<file path="config.mk">
export PLATFORM = sky130hd
export DESIGN_NAME = serial_compare_ctrl
export DESIGN_NICKNAME = d
export VERILOG_FILES = /design/src/rtl/serial_compare_ctrl.sv
export SDC_FILE = /design/constraint.sdc
export NUM_CORES = 1
export LEC_CHECK = 0
export ABC_CLOCK_PERIOD_IN_PS = 4900
export CORE_UTILIZATION = 46
export DETAILED_ROUTE_END_ITERATION = 7
export PLACE_DENSITY = 0.76
export SLEW_MARGIN = 0
export SYNTH_ARGS = -nofsm -noshare
export SYNTH_HDL_FRONTEND = slang
export SYNTH_SLANG_ARGS = --single-unit
</file>
<file path="constraint.sdc">
create_clock -name clk -period 4.9 [get_ports clk]
set_input_delay 0.735 -clock clk [delete_from_list [all_inputs] [get_ports clk]]
set_output_delay 0.735 -clock clk [all_outputs]
set_load 0.01 [all_outputs]
</file>
<file path="src/rtl/serial_compare_ctrl.sv">
// ---------------------------------------------------------------------------
// serial_compare_ctrl
//   Sequencer for an external 1-bit magnitude comparator. Captures a WIDTH-bit
//   operand pair on a valid/ready handshake, walks the pair MSB-first through
//   the shared comparator (one bit per clock) and returns the result plus the
//   number of bits examined on a second valid/ready handshake.
//
// Ports
//   clk, rst            clock (rising edge), asynchronous active-high reset
//   in_valid/in_ready   operand handshake; in_ready high only in IDLE
//   a, b                operands (WIDTH bits)
//   bit_a, bit_b        current MSB of the operand shift registers, to comparator
//   bit_gt/lt/eq        comparator outputs, sampled every CMP clock
//   out_valid/out_ready result handshake
//   greater/lesser/equal result flags (exactly one high when err=0)
//   err                 comparator reported not-exactly-one of gt/lt/eq
//   cycles              bits examined, 1..WIDTH (CW bits)
// ---------------------------------------------------------------------------
module serial_compare_ctrl #(
  parameter int unsigned WIDTH      = 8,
  parameter int unsigned EARLY_EXIT = 1,
  parameter int unsigned CW         = $clog2(WIDTH + 1)
) (
  input  logic             clk,
  input  logic             rst,
  input  logic             in_valid,
  output logic             in_ready,
  input  logic [WIDTH-1:0] a,
  input  logic [WIDTH-1:0] b,
  output logic             bit_a,
  output logic             bit_b,
  input  logic             bit_gt,
  input  logic             bit_lt,
  input  logic             bit_eq,
  output logic             out_valid,
  input  logic             out_ready,
  output logic             greater,
  output logic             lesser,
  output logic             equal,
  output logic             err,
  output logic [CW-1:0]    cycles
);

  localparam logic [1:0] S_IDLE = 2'd0;
  localparam logic [1:0] S_CMP  = 2'd1;
  localparam logic [1:0] S_DONE = 2'd2;

  logic [1:0]       state_q, state_d;
  logic [WIDTH-1:0] sh_a_q, sh_a_d;
  logic [WIDTH-1:0] sh_b_q, sh_b_d;
  logic [CW-1:0]    cnt_q, cnt_d;
  logic             gt_q, gt_d;
  logic             lt_q, lt_d;
  logic             eq_q, eq_d;
  logic             err_q, err_d;
  logic             diff_q, diff_d;
  logic             in_ready_q, in_ready_d;
  logic             out_valid_q, out_valid_d;

  logic [2:0]       cmp_vec_c;
  logic             onehot_c;
  logic             differ_c;
  logic [CW-1:0]    cnt_inc_c;
  logic             last_c;

  // Comparator sanity and bit-position decode
  always_comb begin
    cmp_vec_c = {bit_gt, bit_lt, bit_eq};
    onehot_c  = (cmp_vec_c == 3'b100) || (cmp_vec_c == 3'b010) ||
                (cmp_vec_c == 3'b001);
    differ_c  = bit_gt || bit_lt;
    cnt_inc_c = cnt_q + CW'(1);
    last_c    = (cnt_inc_c == CW'(WIDTH));
  end

  // Next-state and result logic
  always_comb begin
    state_d = state_q;
    sh_a_d  = sh_a_q;
    sh_b_d  = sh_b_q;
    cnt_d   = cnt_q;
    gt_d    = gt_q;
    lt_d    = lt_q;
    eq_d    = eq_q;
    err_d   = err_q;
    diff_d  = diff_q;

    case (state_q)
      S_IDLE: begin
        if (in_valid && in_ready_q) begin
          sh_a_d  = a;
          sh_b_d  = b;
          cnt_d   = '0;
          gt_d    = 1'b0;
          lt_d    = 1'b0;
          eq_d    = 1'b0;
          err_d   = 1'b0;
          diff_d  = 1'b0;
          state_d = S_CMP;
        end
      end

      S_CMP: begin
        cnt_d = cnt_inc_c;
        if (!onehot_c) begin
          err_d   = 1'b1;
          gt_d    = 1'b0;
          lt_d    = 1'b0;
          eq_d    = 1'b0;
          state_d = S_DONE;
        end else if (differ_c && (EARLY_EXIT != 0)) begin
          gt_d    = bit_gt;
          lt_d    = bit_lt;
          state_d = S_DONE;
        end else begin
          // Full scan: only the first differing bit decides the result
          if (differ_c && !diff_q) begin
            gt_d   = bit_gt;
            lt_d   = bit_lt;
            diff_d = 1'b1;
          end
          if (last_c) begin
            eq_d    = !(diff_q || differ_c);
            state_d = S_DONE;
          end else begin
            sh_a_d = sh_a_q << 1;
            sh_b_d = sh_b_q << 1;
          end
        end
      end

      S_DONE: begin
        if (out_ready) begin
          state_d = S_IDLE;
        end
      end

      default: begin
        state_d = S_IDLE;
      end
    endcase

    in_ready_d  = (state_d == S_IDLE);
    out_valid_d = (state_d == S_DONE);
  end

  // State and datapath registers
  always_ff @(posedge clk or posedge rst) begin
    if (rst) begin
      state_q     <= S_IDLE;
      sh_a_q      <= '0;
      sh_b_q      <= '0;
      cnt_q       <= '0;
      gt_q        <= 1'b0;
      lt_q        <= 1'b0;
      eq_q        <= 1'b0;
      err_q       <= 1'b0;
      diff_q      <= 1'b0;
      in_ready_q  <= 1'b1;
      out_valid_q <= 1'b0;
    end else begin
      state_q     <= state_d;
      sh_a_q      <= sh_a_d;
      sh_b_q      <= sh_b_d;
      cnt_q       <= cnt_d;
      gt_q        <= gt_d;
      lt_q        <= lt_d;
      eq_q        <= eq_d;
      err_q       <= err_d;
      diff_q      <= diff_d;
      in_ready_q  <= in_ready_d;
      out_valid_q <= out_valid_d;
    end
  end

  assign in_ready  = in_ready_q;
  assign out_valid = out_valid_q;
  assign bit_a     = sh_a_q[WIDTH-1];
  assign bit_b     = sh_b_q[WIDTH-1];
  assign greater   = gt_q;
  assign lesser    = lt_q;
  assign equal     = eq_q;
  assign err       = err_q;
  assign cycles    = cnt_q;

endmodule
</file>
== Yosys cells after proc, flatten, opt, wreduce, memory -nomap -nowiden ==
Index checks and enable logic that the tools add are counted.

* Bits in registers: 29
* Input bits: 23
* Output and inout port bits: 12
* Logic and storage cells: 82

* $add $sub $neg: 1
* Equal/unequal tests: 16
* Muxes and demuxes: 37
* Reduce and logical (&&, ||, !) cells: 17

{| class="wikitable"
|+ Operators by type and width
! kind !! count
|-
| $mux W8 || 8
|-
| $pmux W8 S2 || 2
|-
| $mux W1 || 14
|-
| $ne A2 B2 Y1 const B || 6
|-
| $mux W2 || 5
|-
| $pmux W1 S2 || 5
|-
| $reduce_and A5 Y1 || 2
|-
| $pmux W4 S2 || 1
|-
| $ne A3 B3 Y1 const B || 2
|-
| $pmux W2 S3 || 1
|-
| $reduce_and A3 Y1 || 2
|-
| $add A4 B1 Y4 const B || 1
|-
| $eq A2 B2 Y1 const B || 2
|-
| $eq A4 B4 Y1 const B || 1
|-
| $logic_not A2 Y1 || 2
|-
| $logic_or A1 B1 Y1 || 4
|-
| $mux W4 || 1
|-
| $ne A4 B4 Y1 const B || 1
|-
| $reduce_and A4 Y1 || 1
|-
| $eq A3 B1 Y1 const B || 1
|-
| $eq A3 B2 Y1 const B || 1
|-
| $eq A3 B3 Y1 const B || 1
|-
| $eq A2 B1 Y1 const B || 1
|-
| $logic_and A1 B1 Y1 || 2
|-
| 3 further kinds || 4
|}

== Logic depth before layout (Yosys ltp) ==
* Word-level depth: 7
* Mapped depth: 7
* Gate-level depth less buffers: 5

== Worst setup path after synthesis ==
OpenSTA, ideal clock, no wires.

* Path kind: input to register
* Start point: input port bit_gt
* End point: register sh_a_q[1]
* Setup time: 0.125 ns
* Arrival: 1.922 ns
* Data required time: 4.775 ns
* Slack: 2.853 ns
* Stages: 6
* Buffers on the path: 2
* Cell sequence: xor2_1 a211oi_1 a2111o_1 buf_6 buf_6 mux2_4

* Longest elaborated chain between the ends: 5
* Elaborated cells on any way between the ends: 9
* Those cells by class: eq/ne (5); reduce/logical (4)

{| class="wikitable"
|+ Ends and longest elaborated chain
! item !! RTL line !! RTL
|-
| start, declared || 32 || <nowiki>input logic bit_gt,</nowiki>
|-
| $eq A3 B3 Y1 or $eq A3 B2 Y1 (tied branches) || 69 || <nowiki>onehot_c = (cmp_vec_c == 3'b100) || (cmp_vec_c == 3'b010) ||</nowiki>
|-
| $logic_or A1 B1 Y1 (2 in a row) || 69 ||
|-
| $ne A2 B2 Y1 (no source line) || -- ||
|-
| $reduce_and A5 Y1 (no source line) (*) || -- ||
|-
| end signal, assigned || 151 || <nowiki>sh_a_q <= '0;</nowiki>
|-
| end signal, assigned || 163 || <nowiki>sh_a_q <= sh_a_d;</nowiki>
|-
| end, declared || 49 || <nowiki>logic [WIDTH-1:0] sh_a_q, sh_a_d;</nowiki>
|}

Every way passes the cells marked *; elsewhere a longest branch is shown, timed or not.
A chain may end at the register's enable or synchronous reset.

== Worst setup path in the final report ==
* Start point: input port bit_gt
* End point: register sh_a_q[6]

Same word-level chain as after synthesis.

==> results by group <==
Final layout
  • Filler cells: 262
  • Area grow syn2layout: 29.0%
  • Share of layout cells above drive strength 1: 0.135
  • Antenna fix cells: 0
  • Register Area: 727 µm²
  • Area of the multi-input gates: 667 µm²
  • Nets@finish: 208

Floorplanning
  • Die area: 3400 µm²
  • Row cnt: 20
  • Io pins: 35
  • Chip height: 58.3 µm
  • Core box area: 3030 µm²
  • Initial Utilization: 0.482
  • Die span in x: 58.3 µm

Yosys
  • Largest family of logic cells by synthesized area: simple AND/OR/NAND/NOR gates
  • Synth Area in Adders: 0.00858
  • Yosys Warn Count: 0
  • Gate Count Post-Synth: 148
  • Sequential-to-total area share from yosys stat: 0.498
  • Synthesized Nets: 172
  • Distinct cell type count after synthesis: 36
  • Mapped cell area: 1460 µm²
  • Syn_area_per_cell: 9.86 µm²
  • Compound-cell area share of the yosys netlist: 0.104
  • Mux cell area share after synthesis: 0.141
  • Post-Synth XOR/XNOR Area: 0.0120
  • Synth Register Bits: 29
  • Simple-gate share of the synthesized area: 0.192

Setup path
  • RR Startpoint: state_q[1]
  • Worst Path Class, Setup: input port to flip-flop
  • CP max FO: 17
  • CP required: 5.11 ns
  • WP data arrival: 2.98 ns
  • Crit path from: bit_gt
  • Startpoint class of the critical path: input port
  • Setup crit end kind: flip-flop

Placement
  • Routability cong.: 0.853
  • Buffers on Ports: 34
  • HPWL Detailed: 2100 µm

STA
  • Maximum clock frequency: 360 MHz
  • Crit path time final: 2.78 ns
  • Max_slew headroom: 0.269
  • Setup TNS: 0 ns
  • Max-slew violations: 0
  • Setup Viol. Count Final: 0
  • Worst slew pin tran: 1.10 ns
  • Worst Skew: 0.0127 ns
  • Final hold vios: 0
  • RSZ-0062 raised after global routing: false
  • Period Utilization, post-route: 0.566

Clock tree
  • Clock buffer count from CTS: 5
  • CTS root buffer: clkbuf_4
  • Htree depth: 2
  • Clock sinks: 29
  • Hold_buf cts: 0
  • Clock Tree Buf Depth: 2
  • Worst-path clk slew: 0.09 ns
  • Post-CTS sizing: 0
  • CTS tree: yes
  • Clk Latency, worst-skew pair: 0.33 ns
  • Postcts setup bufs: 0

GRT
  • First-pass GRT wire length: 4770 µm
  • Largest net degree at the start of global routing: 30
  • GRT Overall Usage: 0.189
  • Initial antenna violation count: 0
  • Vias in the first global route: 1133
  • Congestion Overflow GR: 0

Status
  • Failing checks: design-rule violations
  • Status: complete, but fails checks

Min path
  • Worst hold path startpoint: lesser
  • Hold Crit Class: flip-flop to flip-flop

Drt
  • Vias/cell: 5.13
  • TritonRoute pass-1 iters: 6
  • Initial drt markers: 52
  • Detail Route Antenna Nets: 0
  • DRC viols: 2
  • Vias: 1175
  • DR WL/cell: 13.2 µm
  • Routed WL: 3030 µm

Power
  • Leak: 0.892 nW
  • Final Power: 1.05 mW
  • PwrDens: 560 nW/µm²
  • Peak VDD IR: 0.265 mV

Job
  • Max-cap violation count: 0
metrics by stage:
| stage | area (µm²) | cells | setup slack [ns] | utilization | hold slack, ns |
|---|---|---|---|---|---|
| 6_report | 1880 | 229 | 2.12 | 0.621 | 0.497 |
| 5_1_grt | 1880 | 229 | 2.00 | 0.621 | 0.515 |
| 4_1_cts | 1880 | 229 | 2.14 | 0.621 | 0.506 |
| 3_5_place_dp | 1820 | 221 | 1.80 | 0.602 | 0.473 |
| 3_3_place_gp | 1820 | 221 | 1.93 | 0.602 | 0.477 |
| 2_1_floorplan | 1460 | 148 | 2.85 | - | 0.466 |
placed cells by master, fill, tap and decap left out, drive strengths merged, types with 2 or more instances in the layout:
master and n:
a21oi 3, a22o 3, clkbuf 8, clkdlybuf4s50 34
dfrtp 28, inv 7, mux2 15, nand2 47
nor2 4, nor2b 2, nor3b 2, o211ai 2
o21ai 7, o2bb2ai 2, or3 2
layout make-up:
cell class | count | share of cell area
Timing Repair Buffer | 35 | 0.185
Multi-Input combinational cell | 106 | 0.354
Sequential cell | 29 | 0.386
Clock buffer | 8 | 0.0313
Inverter | 7 | 0.0140
Tap cell | 44 | 0.0293
report_power, final:
group / internal (mW) / leakage (nW) / switching, mW
logic: 0.263 / 0.497 / 0.211
registers: 0.347 / 0.362 / 0.0790
clock network: 0.0707 / 0.0326 / 0.0822
final timing paths:
| path | slack [ns] | depth (start not counted) | end |
|---|---|---|---|
| min in group asynchronous | 0.98 | 2 | out_valid |
| worst max register to register | 2.21 | 4 | sh_a_q[6] |
| worst max-delay path | 2.12 | 5 | sh_a_q[6] |
| max in group asynchronous | 3.25 | 2 | sh_b_q[7] |
| worst min register to register | 0.50 | 1 | lesser |
| worst min-delay path | 0.50 | 1 | lesser |
routing by layer:
layer,part of all wire,routed length (µm),GRT usage,vias to the layer above
met3,0.047,142,0.0681,2
met1,0.44,1340,0.221,572
met4,0.0059,18,0.0884,0
li1,-,-,-,566
met2,0.50,1530,0.310,35
met5,0,0,0,-
cell usage after synthesis:
cell,number,area share
nand2_1,47,0.12
dfrtp_1,28,0.48
mux2_2,8,0.062
inv_1,7,0.018
mux2_4,7,0.072
o21ai_0,7,0.024
nor2_1,4,0.010
a21oi_1,3,0.010
a22o_1,3,0.018
buf_1,2,0.0051
buf_6,2,0.015
nor2b_1,2,0.0086
nor3b_1,2,0.010
o211ai_1,2,0.010
o2bb2ai_1,2,0.012
or3_1,2,0.0086
a2111o_1,1,0.0077
a211oi_1,1,0.0051
a21bo_2,1,0.0069
a31oi_1,1,0.0043
and2_1,1,0.0043
and3_1,1,0.0043
buf_2,1,0.0034
clkbuf_1,1,0.0026
dfstp_2,1,0.018
ha_1,1,0.0086
mux2i_1,1,0.0069
nand2b_1,1,0.0043
nand3_1,1,0.0034
nand3b_1,1,0.0051
nand4_1,1,0.0043
nor3_1,1,0.0034
o21bai_1,1,0.0051
or2_2,1,0.0043
xnor2_1,1,0.0060
xor2_1,1,0.0060
critical path, stage by stage:
cell             delay (ns)
clkdlybuf4s50_1        0.52
xor2_1                 0.22
a211oi_1               0.40
a2111o_1               0.69
mux2_2                 0.41
cells by family after synthesis:
logic type      Yosys count
xor+xnor                  2
buf+inv                  13
fa+ha+maj                 1
simple gates             65
compound gates           22
flops                    29
mux                      16
registers in the layout, summed over array words and instances, names as in the netlist:
register	count
diff_q	1
sh_a_q	8
sh_b_q	8
greater	1
in_ready	1
lesser	1
err	1
out_valid	1
state_q	2
equal	1
cycles	4
No activity file was read; power rests on OpenSTA's default activity.
